==> config.mk <==
export PLATFORM = sky130hd
export DESIGN_NAME = board_mem_arbiter_flat
export DESIGN_NICKNAME = d
export VERILOG_FILES = /design/src/rtl/board_mem_arbiter_if.sv /design/src/rtl/board_mem_arbiter.sv /design/src/flat_wrapper.sv
export SDC_FILE = /design/constraint.sdc
export NUM_CORES = 1
export LEC_CHECK = 0
export BUFFER_PORTS_ARGS = -buffer_cell sky130_fd_sc_hd__buf_4
export CAP_MARGIN = 20
export CORE_AREA = 8 8 61 63
export DETAILED_ROUTE_END_ITERATION = 8
export DIE_AREA = 0 0 69 71
export GPL_TIMING_DRIVEN = 0
export PLACE_DENSITY = 0.81
export SYNTH_ARGS = -nofsm -noshare
export SYNTH_HDL_FRONTEND = slang
export SYNTH_SLANG_ARGS = --single-unit
==> constraint.sdc <==
create_clock -name clk -period 3.52 [get_ports clk]
set_clock_uncertainty 0.15 [all_clocks]
set_input_delay 0.704 -clock clk [delete_from_list [all_inputs] [get_ports clk]]
set_output_delay 0.704 -clock clk [all_outputs]
set_load 0.005 [all_outputs]
==> src/rtl/board_mem_arbiter_if.sv <==
// Signal bundle between board_mem_arbiter, its three requesters and the board memory.
// The arbiter uses the slave modport; requesters and the memory model use master.
interface board_mem_arbiter_if #(
    parameter int AW     = 7,
    parameter int CELL_W = 4
) ();
    logic              vga_req;
    logic [AW-1:0]     vga_addr;
    logic              vga_gnt;
    logic              vga_rvalid;
    logic [CELL_W-1:0] vga_rdata;

    logic              cpu_req;
    logic              cpu_we;
    logic [AW-1:0]     cpu_addr;
    logic [CELL_W-1:0] cpu_wdata;
    logic              cpu_gnt;
    logic              cpu_rvalid;
    logic [CELL_W-1:0] cpu_rdata;

    logic              uart_req;
    logic              uart_we;
    logic [AW-1:0]     uart_addr;
    logic [CELL_W-1:0] uart_wdata;
    logic              uart_gnt;
    logic              uart_rvalid;
    logic [CELL_W-1:0] uart_rdata;

    logic              mem_en;
    logic              mem_we;
    logic [AW-1:0]     mem_addr;
    logic [CELL_W-1:0] mem_wdata;
    logic [CELL_W-1:0] mem_rdata;

    logic              addr_err;

    modport slave (
        input  vga_req, vga_addr,
        input  cpu_req, cpu_we, cpu_addr, cpu_wdata,
        input  uart_req, uart_we, uart_addr, uart_wdata,
        input  mem_rdata,
        output vga_gnt, vga_rvalid, vga_rdata,
        output cpu_gnt, cpu_rvalid, cpu_rdata,
        output uart_gnt, uart_rvalid, uart_rdata,
        output mem_en, mem_we, mem_addr, mem_wdata,
        output addr_err
    );

    modport master (
        output vga_req, vga_addr,
        output cpu_req, cpu_we, cpu_addr, cpu_wdata,
        output uart_req, uart_we, uart_addr, uart_wdata,
        output mem_rdata,
        input  vga_gnt, vga_rvalid, vga_rdata,
        input  cpu_gnt, cpu_rvalid, cpu_rdata,
        input  uart_gnt, uart_rvalid, uart_rdata,
        input  mem_en, mem_we, mem_addr, mem_wdata,
        input  addr_err
    );
endinterface

==> src/rtl/board_mem_arbiter.sv <==
// Arbiter sharing the 1-cycle-latency board memory between VGA (fixed priority), CPU and UART.
// Define BOARD_ARB_STATS_EN to add saturating grant and VGA-preemption counters.
module board_mem_arbiter #(
    parameter int ROWS         = 10,
    parameter int COLS         = 10,
    parameter int CELL_W       = 4,
    parameter int AW           = 7,
    parameter int STARVE_LIMIT = 8
) (
    input  logic               clk,
    input  logic               rst,
    board_mem_arbiter_if.slave bus
`ifdef BOARD_ARB_STATS_EN
    ,
    output logic [15:0]        vga_cnt,
    output logic [15:0]        cpu_cnt,
    output logic [15:0]        uart_cnt,
    output logic [15:0]        preempt_cnt
`endif
);

    localparam int              AW1        = AW + 1;
    localparam logic [AW:0]     CELLS_LIM  = AW1'(ROWS * COLS);
    localparam int              SW         = $clog2(STARVE_LIMIT + 1);
    localparam logic [SW-1:0]   STARVE_MAX = SW'(STARVE_LIMIT);

    typedef enum logic {
        RR_CPU,
        RR_UART
    } rr_e;

    typedef enum logic [1:0] {
        SRC_NONE,
        SRC_VGA,
        SRC_CPU,
        SRC_UART
    } src_e;

    rr_e               rr_q, rr_d;
    logic [SW-1:0]     starve_q, starve_d;
    src_e              tag_q, tag_d;
    logic              tag_oor_q, tag_oor_d;
    logic              addr_err_q, addr_err_d;
    logic [CELL_W-1:0] vga_rdata_q, vga_rdata_d;
    logic [CELL_W-1:0] cpu_rdata_q, cpu_rdata_d;
    logic [CELL_W-1:0] uart_rdata_q, uart_rdata_d;

    src_e              gnt_src;
    src_e              rr_pick;
    logic              any_rr;
    logic              starved;
    logic              granted;
    logic              sel_we;
    logic [AW-1:0]     sel_addr;
    logic [CELL_W-1:0] sel_wdata;
    logic              sel_oor;
    logic [CELL_W-1:0] ret_data;

    // Grant selection, memory mux and next-state for pointer, starve counter and read tag.
    // Grants are forced off while reset is asserted so the bus is quiet during reset.
    always_comb begin
        gnt_src   = SRC_NONE;
        any_rr    = bus.cpu_req | bus.uart_req;
        starved   = (starve_q == STARVE_MAX);
        sel_we    = 1'b0;
        sel_addr  = '0;
        sel_wdata = '0;

        if (rr_q == RR_CPU) begin
            rr_pick = bus.cpu_req ? SRC_CPU : SRC_UART;
        end else begin
            rr_pick = bus.uart_req ? SRC_UART : SRC_CPU;
        end

        if (rst) begin
            if (starved && any_rr) begin
                gnt_src = rr_pick;
            end else if (bus.vga_req) begin
                gnt_src = SRC_VGA;
            end else if (any_rr) begin
                gnt_src = rr_pick;
            end
        end

        unique case (gnt_src)
            SRC_VGA: begin
                sel_addr = bus.vga_addr;
            end
            SRC_CPU: begin
                sel_we    = bus.cpu_we;
                sel_addr  = bus.cpu_addr;
                sel_wdata = bus.cpu_wdata;
            end
            SRC_UART: begin
                sel_we    = bus.uart_we;
                sel_addr  = bus.uart_addr;
                sel_wdata = bus.uart_wdata;
            end
            default: begin
            end
        endcase

        granted = (gnt_src != SRC_NONE);
        sel_oor = ({1'b0, sel_addr} >= CELLS_LIM);

        bus.vga_gnt   = (gnt_src == SRC_VGA);
        bus.cpu_gnt   = (gnt_src == SRC_CPU);
        bus.uart_gnt  = (gnt_src == SRC_UART);
        bus.mem_en    = granted & ~sel_oor;
        bus.mem_we    = granted & ~sel_oor & sel_we;
        bus.mem_addr  = sel_addr;
        bus.mem_wdata = sel_wdata;
        bus.addr_err  = addr_err_q;

        rr_d = rr_q;
        if (gnt_src == SRC_CPU) begin
            rr_d = RR_UART;
        end else if (gnt_src == SRC_UART) begin
            rr_d = RR_CPU;
        end

        if ((gnt_src == SRC_CPU) || (gnt_src == SRC_UART) || !any_rr) begin
            starve_d = '0;
        end else if (starved) begin
            starve_d = starve_q;
        end else begin
            starve_d = starve_q + SW'(1);
        end

        tag_d      = (granted && !sel_we) ? gnt_src : SRC_NONE;
        tag_oor_d  = sel_oor;
        addr_err_d = addr_err_q | (granted & sel_oor);
    end

    // Read return: the tag raised at grant steers mem_rdata (or zero for out-of-range) to one requester.
    always_comb begin
        ret_data = tag_oor_q ? '0 : bus.mem_rdata;

        bus.vga_rvalid  = rst && (tag_q == SRC_VGA);
        bus.cpu_rvalid  = rst && (tag_q == SRC_CPU);
        bus.uart_rvalid = rst && (tag_q == SRC_UART);

        vga_rdata_d  = bus.vga_rvalid  ? ret_data : vga_rdata_q;
        cpu_rdata_d  = bus.cpu_rvalid  ? ret_data : cpu_rdata_q;
        uart_rdata_d = bus.uart_rvalid ? ret_data : uart_rdata_q;

        bus.vga_rdata  = rst ? vga_rdata_d  : '0;
        bus.cpu_rdata  = rst ? cpu_rdata_d  : '0;
        bus.uart_rdata = rst ? uart_rdata_d : '0;
    end

    always_ff @(posedge clk) begin
        if (!rst) begin
            rr_q         <= RR_CPU;
            starve_q     <= '0;
            tag_q        <= SRC_NONE;
            tag_oor_q    <= 1'b0;
            addr_err_q   <= 1'b0;
            vga_rdata_q  <= '0;
            cpu_rdata_q  <= '0;
            uart_rdata_q <= '0;
        end else begin
            rr_q         <= rr_d;
            starve_q     <= starve_d;
            tag_q        <= tag_d;
            tag_oor_q    <= tag_oor_d;
            addr_err_q   <= addr_err_d;
            vga_rdata_q  <= vga_rdata_d;
            cpu_rdata_q  <= cpu_rdata_d;
            uart_rdata_q <= uart_rdata_d;
        end
    end

`ifdef BOARD_ARB_STATS_EN
    logic [15:0] vga_cnt_q, vga_cnt_d;
    logic [15:0] cpu_cnt_q, cpu_cnt_d;
    logic [15:0] uart_cnt_q, uart_cnt_d;
    logic [15:0] preempt_cnt_q, preempt_cnt_d;
    logic        preempt;

    function automatic logic [15:0] sat_inc(input logic [15:0] v, input logic en);
        return (en && (v != 16'hFFFF)) ? v + 16'd1 : v;
    endfunction

    // A preemption is a starved CPU/UART grant taken while VGA was also asking.
    always_comb begin
        preempt       = rst & starved & any_rr & bus.vga_req;
        vga_cnt_d     = sat_inc(vga_cnt_q, bus.vga_gnt);
        cpu_cnt_d     = sat_inc(cpu_cnt_q, bus.cpu_gnt);
        uart_cnt_d    = sat_inc(uart_cnt_q, bus.uart_gnt);
        preempt_cnt_d = sat_inc(preempt_cnt_q, preempt);
    end

    always_ff @(posedge clk) begin
        if (!rst) begin
            vga_cnt_q     <= '0;
            cpu_cnt_q     <= '0;
            uart_cnt_q    <= '0;
            preempt_cnt_q <= '0;
        end else begin
            vga_cnt_q     <= vga_cnt_d;
            cpu_cnt_q     <= cpu_cnt_d;
            uart_cnt_q    <= uart_cnt_d;
            preempt_cnt_q <= preempt_cnt_d;
        end
    end

    assign vga_cnt     = vga_cnt_q;
    assign cpu_cnt     = cpu_cnt_q;
    assign uart_cnt    = uart_cnt_q;
    assign preempt_cnt = preempt_cnt_q;
`endif

endmodule

==> src/flat_wrapper.sv <==
// flat-port wrapper written by rule: the top's interface ports become plain ports
module board_mem_arbiter_flat 
#(
    parameter int ROWS         = 10,
    parameter int COLS         = 10,
    parameter int CELL_W       = 4,
    parameter int AW           = 7,
    parameter int STARVE_LIMIT = 8
)
  (clk, rst, bus_vga_req, bus_vga_addr, bus_cpu_req, bus_cpu_we, bus_cpu_addr, bus_cpu_wdata, bus_uart_req, bus_uart_we, bus_uart_addr, bus_uart_wdata, bus_mem_rdata, bus_vga_gnt, bus_vga_rvalid, bus_vga_rdata, bus_cpu_gnt, bus_cpu_rvalid, bus_cpu_rdata, bus_uart_gnt, bus_uart_rvalid, bus_uart_rdata, bus_mem_en, bus_mem_we, bus_mem_addr, bus_mem_wdata, bus_addr_err);
  board_mem_arbiter_if #(.AW(AW), .CELL_W(CELL_W)) bus_i ();
  input  logic clk;
  input  logic rst;
  input wire logic [$bits(bus_i.vga_req)-1:0] bus_vga_req;
  input wire logic [$bits(bus_i.vga_addr)-1:0] bus_vga_addr;
  input wire logic [$bits(bus_i.cpu_req)-1:0] bus_cpu_req;
  input wire logic [$bits(bus_i.cpu_we)-1:0] bus_cpu_we;
  input wire logic [$bits(bus_i.cpu_addr)-1:0] bus_cpu_addr;
  input wire logic [$bits(bus_i.cpu_wdata)-1:0] bus_cpu_wdata;
  input wire logic [$bits(bus_i.uart_req)-1:0] bus_uart_req;
  input wire logic [$bits(bus_i.uart_we)-1:0] bus_uart_we;
  input wire logic [$bits(bus_i.uart_addr)-1:0] bus_uart_addr;
  input wire logic [$bits(bus_i.uart_wdata)-1:0] bus_uart_wdata;
  input wire logic [$bits(bus_i.mem_rdata)-1:0] bus_mem_rdata;
  output wire logic [$bits(bus_i.vga_gnt)-1:0] bus_vga_gnt;
  output wire logic [$bits(bus_i.vga_rvalid)-1:0] bus_vga_rvalid;
  output wire logic [$bits(bus_i.vga_rdata)-1:0] bus_vga_rdata;
  output wire logic [$bits(bus_i.cpu_gnt)-1:0] bus_cpu_gnt;
  output wire logic [$bits(bus_i.cpu_rvalid)-1:0] bus_cpu_rvalid;
  output wire logic [$bits(bus_i.cpu_rdata)-1:0] bus_cpu_rdata;
  output wire logic [$bits(bus_i.uart_gnt)-1:0] bus_uart_gnt;
  output wire logic [$bits(bus_i.uart_rvalid)-1:0] bus_uart_rvalid;
  output wire logic [$bits(bus_i.uart_rdata)-1:0] bus_uart_rdata;
  output wire logic [$bits(bus_i.mem_en)-1:0] bus_mem_en;
  output wire logic [$bits(bus_i.mem_we)-1:0] bus_mem_we;
  output wire logic [$bits(bus_i.mem_addr)-1:0] bus_mem_addr;
  output wire logic [$bits(bus_i.mem_wdata)-1:0] bus_mem_wdata;
  output wire logic [$bits(bus_i.addr_err)-1:0] bus_addr_err;
  assign bus_i.vga_req = bus_vga_req;
  assign bus_i.vga_addr = bus_vga_addr;
  assign bus_i.cpu_req = bus_cpu_req;
  assign bus_i.cpu_we = bus_cpu_we;
  assign bus_i.cpu_addr = bus_cpu_addr;
  assign bus_i.cpu_wdata = bus_cpu_wdata;
  assign bus_i.uart_req = bus_uart_req;
  assign bus_i.uart_we = bus_uart_we;
  assign bus_i.uart_addr = bus_uart_addr;
  assign bus_i.uart_wdata = bus_uart_wdata;
  assign bus_i.mem_rdata = bus_mem_rdata;
  assign bus_vga_gnt = bus_i.vga_gnt;
  assign bus_vga_rvalid = bus_i.vga_rvalid;
  assign bus_vga_rdata = bus_i.vga_rdata;
  assign bus_cpu_gnt = bus_i.cpu_gnt;
  assign bus_cpu_rvalid = bus_i.cpu_rvalid;
  assign bus_cpu_rdata = bus_i.cpu_rdata;
  assign bus_uart_gnt = bus_i.uart_gnt;
  assign bus_uart_rvalid = bus_i.uart_rvalid;
  assign bus_uart_rdata = bus_i.uart_rdata;
  assign bus_mem_en = bus_i.mem_en;
  assign bus_mem_we = bus_i.mem_we;
  assign bus_mem_addr = bus_i.mem_addr;
  assign bus_mem_wdata = bus_i.mem_wdata;
  assign bus_addr_err = bus_i.addr_err;
  board_mem_arbiter #(.ROWS(ROWS), .COLS(COLS), .CELL_W(CELL_W), .AW(AW), .STARVE_LIMIT(STARVE_LIMIT)) u_core (.clk(clk), .rst(rst), .bus(bus_i));
endmodule
* After elaboration in Yosys (flattened, before gate mapping)
Index checks and enable logic that the tools add are counted.
** Storage, ports and cells
- Word-level logic and storage cells :: 56
- Output and inout port bits :: 32
- Bits in registers :: 21
- Input bits :: 40
** Cells by class
- Order comparisons :: 1
- Eq/ne operators :: 7
- Reductions and logical operators :: 13
- Multiplexer cells :: 19
- Add/subtract/negate cells :: 1
- Bitwise gates (word level) :: 7
** Operators with widths (count)
- $mux W4 :: 7
- $pmux W7 S3 :: 1
- $mux W2 :: 5
- $eq A2 B2 Y1 const B :: 4
- $pmux W4 S2 :: 1
- $ge A7 B7 Y1 const B :: 1
- $logic_and A1 B1 Y1 :: 5
- $add A4 B1 Y4 const B :: 1
- $eq A2 B1 Y1 const B :: 2
- $eq A4 B4 Y1 const B :: 1
- $mux W1 :: 4
- $reduce_bool A2 Y1 :: 2
- $and A1 B1 Y1 :: 3
- $logic_not A1 Y1 :: 2
- $logic_or A1 B1 Y1 :: 2
- $not A1 Y1 :: 2
- $or A1 B1 Y1 :: 2
- $pmux W1 S2 :: 1
- $reduce_and A2 Y1 :: 1
- $reduce_or A2 Y1 :: 1

* Depth between registers and ports, before layout
Gate-level depths: netlist (run 1).
- Depth in word-level cells :: 12
- Gate-level depth with buffers :: 9
- Mapped depth without buffers :: 7

* Least setup slack after synthesis (run 1)
No wires, ideal clock.
- Path kind :: input to output
- From :: input port bus_uart_req
- To :: output port bus_mem_en
- Stages on the path :: 6
- Arrival time :: 1775 ps
- Data required time :: 2666 ps
- Slack :: 891 ps
- Path buffers :: 1
- Cells stage by stage :: or2_1 -> buf_6 -> a211oi_4 -> o2bb2ai_2 -> a211o_4 -> a21oi_1
** Between the ends
- Longest elaborated chain between the ends :: 11
- Elaborated cells between the ends (all ways) :: 16
- Classes of those cells :: order compare: 1; eq/ne: 3; mux: 7; bitwise: 3; reduce/logical: 2
** RTL lines
- start, declared :: line flat_wrapper.sv:20 : input wire logic [$bits(bus_i.uart_req)-1:0] bus_uart_req;
- $mux W1 :: line board_mem_arbiter.sv:72 : rr_pick = bus.uart_req ? SRC_UART : SRC_CPU;
- $mux W2 :: line board_mem_arbiter.sv:69 : if (rr_q == RR_CPU) begin
- $mux W2 :: line board_mem_arbiter.sv:80 : end else if (any_rr) begin
- $mux W2 :: line board_mem_arbiter.sv:78 : end else if (bus.vga_req) begin
- $mux W2 * :: line board_mem_arbiter.sv:76 : if (starved && any_rr) begin
- $mux W2 * :: line board_mem_arbiter.sv:75 : if (rst) begin
- $eq A2 B1 Y1 *
- net bus_vga_gnt :: line flat_wrapper.sv:25 : output wire logic [$bits(bus_i.vga_gnt)-1:0] bus_vga_gnt;
- $pmux W7 S3 * :: line board_mem_arbiter.sv:85 : unique case (gnt_src)
- net bus_mem_addr[2] :: line flat_wrapper.sv:36 : output wire logic [$bits(bus_i.mem_addr)-1:0] bus_mem_addr;
- $ge A7 B7 Y1 * :: line board_mem_arbiter.sv:104 : sel_oor = ({1'b0, sel_addr} >= CELLS_LIM);
- $not A1 Y1 * :: line board_mem_arbiter.sv:109 : bus.mem_en = granted & ~sel_oor;
- $and A1 B1 Y1 * :: line board_mem_arbiter.sv:109
- end, declared :: line flat_wrapper.sv:34 : output wire logic [$bits(bus_i.mem_en)-1:0] bus_mem_en;
The timed path passes the listed nets; every way through them passes the cells marked *.

* Final worst setup path (run 1)
- From :: register u_core.starve_q[0]
- To :: output port bus_mem_we
** Between the ends
- Longest elaborated chain between the ends :: 10
- Elaborated cells between the ends (all ways) :: 14
- Classes of those cells :: order compare: 1; eq/ne: 4; mux: 4; bitwise: 3; reduce/logical: 2
** RTL lines
- start, declared :: line board_mem_arbiter.sv:40 : logic [SW-1:0] starve_q, starve_d;
- start signal, assigned :: line board_mem_arbiter.sv:164 : starve_q <= starve_d;
- $eq A4 B4 Y1 * :: line board_mem_arbiter.sv:64 : starved = (starve_q == STARVE_MAX);
- $logic_and A1 B1 Y1 * :: line board_mem_arbiter.sv:76
- $mux W2 * :: line board_mem_arbiter.sv:76
- $mux W2 * :: line board_mem_arbiter.sv:75
- $eq A2 B2 Y1 or $eq A2 B1 Y1 (tied branches) :: line board_mem_arbiter.sv:85
- $pmux W7 S3 :: line board_mem_arbiter.sv:85
- $ge A7 B7 Y1 :: line board_mem_arbiter.sv:104
- $not A1 Y1 :: line board_mem_arbiter.sv:110 : bus.mem_we = granted & ~sel_oor & sel_we;
- $and A1 B1 Y1 :: line board_mem_arbiter.sv:110
- $and A1 B1 Y1 * :: line board_mem_arbiter.sv:110
- end, declared :: line flat_wrapper.sv:35 : output wire logic [$bits(bus_i.mem_we)-1:0] bus_mem_we;
Mark *: on every way between the ends. The rest lies on a longest branch, timed or not.

==> results of run 1 <==
## layout make-up
cell class	count	area, sq um
buffer	7	53.80
sequential	21	420.4
clock buffer	3	22.52
multi-input combinational	102	711.9
clock inverter	1	5.005
inverter	10	37.54
timing repair buffer	71	533.0
fill	263	1027
tap	33	41.29
## cells by family (layout without fill, tap and decap cells)
logic type / after synthesis / after routing / synth area share
simple gates: 49 / 49 / 0.2076
compound gates: 49 / 49 / 0.3374
mux: 1 / 1 / 0.009202
fa+ha+maj: 2 / 2 / 0.02045
xor+xnor: 1 / 1 / 0.007159
buf+inv: 17 / 92 / 0.07464
flops: 21 / 21 / 0.3436
## cells in the mapped netlist (2+ instances only)
library cell / count
clkbuf_1: 2
o21ai_0: 14
a2bb2oi_2: 2
ha_1: 2
nor2_1: 9
a32oi_1: 4
a32o_1: 3
buf_6: 3
a22oi_1: 2
and2_1: 2
inv_1: 9
nand3_1: 15
o2bb2ai_2: 2
nand2_1: 9
a31oi_1: 2
nor2b_1: 3
o211ai_1: 2
a21oi_1: 3
dfxtp_1: 21
nand2b_1: 6
nand3b_1: 2
a22o_1: 5
## critical path, stage by stage (launching register included)
cell and delay [ns]:
dfxtp_1 0.39, inv_1 0.06, ha_1 0.20, and3b_1 0.19, buf_6 0.14, a211oi_4 0.41, o2bb2ai_2 0.18, a211o_4 0.14
a21boi_1 0.07, buf_4 0.15
## per-stage QoR
step                instances  power (uW)  utilization  worst slack, ns  hold slack, ns
floorplan                 140       328.5            -           0.8914          0.2797
global placement          244       405.6       0.6303           0.5476          0.2958
detailed placement        244       409.8       0.6303           0.5134          0.3073
CTS                       248       521.7       0.6399           0.4415          0.3325
global route              248       545.4       0.6399           0.3297          0.3578
finish                    248       516.8       0.6399           0.4517          0.3288
## cells in the final DEF (no fill, tap or decap), types with 2 or more instances in the layout
master,n
a21oi_1,3
a22o_1,5
a22oi_1,2
a2bb2oi_2,2
a31oi_1,2
a32o_1,3
a32oi_1,4
and2_1,2
buf_4,72
buf_6,3
clkbuf_1,2
clkbuf_4,3
dfxtp_1,21
ha_1,2
inv_1,9
nand2_1,9
nand2b_1,6
nand3_1,15
nand3b_1,2
nor2_1,9
nor2b_1,3
o211ai_1,2
o21ai_0,14
o2bb2ai_2,2
## state kept, by name (all words and copies together), names as in the netlist
register / count
u_core.starve_q: 4
u_core.uart_rdata_q: 4
u_core.bus.addr_err: 1
u_core.tag_oor_q: 1
u_core.vga_rdata_q: 4
u_core.tag_q: 2
u_core.rr_q: 1
u_core.cpu_rdata_q: 4
## metal layers
layer	part of all wire	wire length (um)
met1	0.41	1513
met2	0.52	1958
met3	0.062	231
met4	0.0072	27
met5	0	0
## how the worst min path moves through the flow
stage                     slack, ns  cells after the start                       startpoint                               to
after floorplan                0.28                      1  u_core.starve_q[0]$_SDFFE_PP0P_  u_core.starve_q[0]$_SDFFE_PP0P_
after global placement         0.30                      1  u_core.starve_q[0]$_SDFFE_PP0P_  u_core.starve_q[0]$_SDFFE_PP0P_
after detailed placement       0.31                      1  u_core.starve_q[0]$_SDFFE_PP0P_  u_core.starve_q[0]$_SDFFE_PP0P_
after CTS                      0.33                      1  u_core.starve_q[0]$_SDFFE_PP0P_  u_core.starve_q[0]$_SDFFE_PP0P_
after global routing           0.36                      1  u_core.starve_q[0]$_SDFFE_PP0P_  u_core.starve_q[0]$_SDFFE_PP0P_
final                          0.33                      1  u_core.starve_q[0]$_SDFFE_PP0P_  u_core.starve_q[0]$_SDFFE_PP0P_
## power breakdown
group | total, uW | internal, uW | switching [uW]
clock network | 113 | 42.3 | 70.3
logic | 151 | 83.3 | 67.4
registers | 253 | 248 | 5.18
total | 517 | 374 | 143
==> flow_summary.json, run 1 <==
{
  "setup_viol": 0,
  "synth-warning-count": 0,
  "crit_start": "u_core.starve_q[0]$_SDFFE_PP0P_",
  "period_needed_ns": 3.068,
  "cts_tree": "yes",
  "synth_ff_type": "dfxtp_1",
  "grt_util_all_layers": 0.1455,
  "grt_pass1_wl_mm": 6.203,
  "yosys.area.top_type": "dfxtp_1",
  "grt_overflow": 0,
  "cp.arrival_ns": 2.21,
  "syn_nets": 182,
  "synth-edff-count": 0,
  "cts.sinks": 21,
  "p_leak_uw": 0.0008573,
  "grt_pass1_vias": 1425,
  "synth_cell_type_count": 40,
  "r2r-start": "u_core.starve_q[0]$_SDFFE_PP0P_",
  "holdBufCountCts": 0,
  "dpl.hpwl_mm": 3.190,
  "finalCritPeriodShare": 0.8717,
  "outcome": "complete, no violations",
  "layout-drive-gt1-share": 0.4233,
  "io_pins": 72,
  "relSlewSlack": 0.6954,
  "met2_usage": 0.2705,
  "max_freq_mhz": 325.9,
  "fp.dieArea_sq_mm": 0.004899,
  "ant_nets": 0,
  "ys_seq_area_frac": 0.3436,
  "h-tree-depth": 1,
  "grt_start_max_net_pins": 13,
  "finalHoldViolations": 0,
  "routedWlPerCell_um": 15.04,
  "netlist_area_sq_mm": 0.001224,
  "core_area_sq_mm": 0.002853,
  "crit_fanout": 7,
  "layout.nets": 258,
  "gp_congestion": 0.8356,
  "grtUsageMet3": 0.04615,
  "required_ns": 2.67,
  "clock_latency_ns": 0.30,
  "max-vdd-ir-drop_mv": 0.2116,
  "rsz0062_at_grt": "false",
  "yosys-top-cells-area": "dfxtp_1 34%, nand3_1 6.1%, o21ai_0 5.7%",
  "hold_path.class": "reg -> reg",
  "die_height_um": 71,
  "endpoint_kind": "output port",
  "vias_per_cell": 5.403,
  "antenna_found_initial": 0,
  "async_reset_ff_frac": 0,
  "grt_busiest_layer": "met2",
  "clock-root-buffer": "clkbuf_4",
  "avgSynthCellArea_sq_um": 8.741,
  "synth_top_area_share": 0.3436,
  "cts_buffers": 3,
  "tns_ns": 0,
  "critical_path_class": "reg -> out",
  "crit_end": "bus_mem_we",
  "syn_to_final_growth_pct": 49.18,
  "placementRows": 20,
  "max_cap_violations": 0,
  "initial_core_util": 0.4289,
  "slew_viol_final": 0,
  "ys_ff_latch": 21,
  "postCtsSetupBuffers": 0,
  "netlist_instances": 140,
  "portBuffers": 71,
  "fin_area_sq_mm": 0.001826,
  "worstMarginPinSlew_ns": 0.4552,
  "start_kind": "flip-flop",
  "wl_mm": 3.730,
  "cts_buffer_depth": 2,
  "die_x_um": 69,
  "r2r_end": "u_core.bus.addr_err$_SDFF_PN0_",
  "cts_resized": 0,
  "cts.clk_slew.worst_paths_ns": 0.11,
  "drtIter0Drc": 72,
  "r2r.worst_path.cells": 8,
  "drcViolationCount": 0,
  "r2r_slack_ns": 1.50,
  "drt_pre_antenna_iters": 4,
  "vias": 1340,
  "place_area_sq_mm": 0.001798,
  "diodes": 0,
  "gr-usage-met1": 0.1547,
  "power_density_mw_per_mm2": 283.1
}
Note: power is estimated with default switching activity, not from simulation.
==> run 2, diff against run 1 <==
--- a/config.mk
+++ b/config.mk
@@ -7,11 +7,12 @@
 export LEC_CHECK = 0
 export BUFFER_PORTS_ARGS = -buffer_cell sky130_fd_sc_hd__buf_4
 export CAP_MARGIN = 20
-export CORE_AREA = 8 8 61 63
+export CORE_AREA = 8 8 60 62
+export CTS_BUF_LIST = sky130_fd_sc_hd__clkbuf_4
 export DETAILED_ROUTE_END_ITERATION = 8
-export DIE_AREA = 0 0 69 71
+export DIE_AREA = 0 0 68 70
 export GPL_TIMING_DRIVEN = 0
-export PLACE_DENSITY = 0.81
+export PLACE_DENSITY = 0.84
 export SYNTH_ARGS = -nofsm -noshare
 export SYNTH_HDL_FRONTEND = slang
 export SYNTH_SLANG_ARGS = --single-unit
==> run 2 against run 1 <==
Against the previous run: critical path depth unchanged; non-clock buffer count unchanged; flip-flop and latch count unchanged; fmax decreased by 1.1%; register-to-register slack got worse by 0.06 ns; first-iteration DRC count decreased by 29%; worst setup slack got worse by 0.034 ns; sequential power about the same; global-route usage increased by 1.5 points; combinational power about the same; wire length increased by 5.5%.
==> flow_summary.json, run 2 (same netlist as run 1, synthesis figures left out) <==
{
  "r2r-start": "u_core.starve_q[0]$_SDFFE_PP0P_",
  "antenna_found_initial": 0,
  "max-vdd-ir-drop_mv": 0.2191,
  "critical_path.top_delay_family": "compound AO/OA/AOI/OAI gates",
  "core_area_sq_mm": 0.002663,
  "cts_tree": "yes",
  "tns_ns": 0,
  "crit_path_top_delay_cell": "dfxtp_1",
  "gp_congestion": 0.8569,
  "drt_pre_antenna_iters": 4,
  "max_cap_violations": 0,
  "crit_chain": "inv_1 > ha_1 > and3b_1 > buf_6 > a211oi_4 > o2bb2ai_2 > a211o_4 > a21boi_1 > buf_4",
  "dpl.hpwl_mm": 3.400,
  "final_cell_mix": "72 x buf_4, 21 x dfxtp_1, 15 x nand3_1",
  "start_kind": "flip-flop",
  "cts_buffer_depth": 2,
  "routedWlPerCell_um": 16.00,
  "crit_fanout": 7,
  "finalCritPeriodShare": 0.8814,
  "holdBufCountCts": 0,
  "max_freq_mhz": 322.3,
  "placed_cells_incl_taps": 242,
  "grt_overflow": 0,
  "total_power_uw": 516.8,
  "cp_num_buf_inv": 3,
  "portBuffers": 71,
  "critical_path_class": "reg -> out",
  "min_path_cells": 1,
  "setup_viol": 0,
  "r2r.worst_path.cells": 8,
  "cts_resized": 0,
  "clock_latency_ns": 0.29,
  "period_needed_ns": 3.103,
  "fp.dieArea_sq_mm": 0.004760,
  "grt_util_all_layers": 0.1606,
  "whs_ns": 0.3391,
  "worstMarginPinSlew_ns": 0.5219,
  "required_ns": 2.67,
  "cts_buffers": 3,
  "vias_per_cell": 5.427,
  "io_pins": 72,
  "die_x_um": 68,
  "placementRows": 19,
  "diodes": 0,
  "relSlewSlack": 0.6508,
  "grt_pass1_wl_mm": 6.223,
  "rsz0062_at_grt": "false",
  "h-tree-depth": 1,
  "ant_nets": 0,
  "slew_viol_final": 0,
  "wl_mm": 3.937,
  "setup_ws_ns": 0.4174,
  "cts.clk_slew.worst_paths_ns": 0.11,
  "cts.sinks": 21,
  "r2r_slack_ns": 1.44,
  "endpoint_kind": "output port",
  "r2r_end": "u_core.bus.addr_err$_SDFF_PN0_",
  "initial_core_util": 0.4596,
  "clock-root-buffer": "clkbuf_4",
  "drcViolationCount": 0,
  "drtIter0Drc": 51,
  "syn_to_final_growth_pct": 48.98,
  "outcome": "complete, no violations",
  "final_common_cell": "buf_4",
  "grt_start_max_net_pins": 13,
  "worstHoldEndpoint": "u_core.starve_q[0]$_SDFFE_PP0P_",
  "hold_start": "u_core.starve_q[0]$_SDFFE_PP0P_",
  "vias": 1335,
  "cp.arrival_ns": 2.25,
  "power_density_mw_per_mm2": 283.5,
  "slowest_delay_ns": 0.40,
  "preCtsSetupSlack_ns": 0.5254,
  "die_height_um": 70,
  "finalHoldViolations": 0,
  "hold_path.class": "reg -> reg",
  "grt_pass1_vias": 1359,
  "layout.nets": 258,
  "postCtsSetupBuffers": 0,
  "layout-drive-gt1-share": 0.4233,
  "stdcell_count": 246,
  "p_leak_uw": 0.0008573
}
run 2: power breakdown:
part	internal (uW)	switching [uW]	total, uW
registers	248	5.09	253
clock network	42.2	67.2	109
logic	83.5	70.4	154
total	374	143	517
run 2: per-stage QoR:
step	utilization	area, sq um
floorplan	-	1224
global placement	0.6743	1795
detailed placement	0.6743	1795
CTS	0.6847	1823
global route	0.6847	1823
finish	0.6847	1823
run 2: worst max path at each step:
stage,start,to,cells after the start
after floorplan,bus_uart_req,bus_mem_en,6
after global placement,bus_uart_req,bus_mem_en,8
after detailed placement,bus_uart_req,bus_mem_we,7
after CTS,u_core.starve_q[0]$_SDFFE_PP0P_,bus_mem_we,9
after global routing,u_core.starve_q[0]$_SDFFE_PP0P_,bus_mem_en,9
final,u_core.starve_q[0]$_SDFFE_PP0P_,bus_mem_we,9
run 2: layout make-up:
type / instances / area (sq um)
fill: 232 / 839.6
sequential: 21 / 420.4
clock inverter: 1 / 5.005
timing repair buffer: 71 / 533.0
buffer: 7 / 53.80
clock buffer: 3 / 22.52
tap: 31 / 38.79
multi-input combinational: 102 / 711.9
inverter: 10 / 37.54
run 2: worst reg2reg max path, cell delays in order (launching register included):
cell,delay (ns)
dfxtp_1,0.40
inv_1,0.06
ha_1,0.22
and3b_1,0.20
buf_6,0.14
o21ai_4,0.20
o2bb2ai_2,0.10
a211o_4,0.34
a22o_1,0.18
run 2: per-layer routing:
| metal | vias to the layer above | global-route usage | share of wire |
|---|---|---|---|
| met5 | - | 0 | 0 |
| met4 | 0 | 0.04100 | 0.0025 |
| met3 | 2 | 0.04785 | 0.10 |
| met2 | 49 | 0.3006 | 0.56 |
| met1 | 612 | 0.1624 | 0.34 |
| li1 | 672 | - | - |
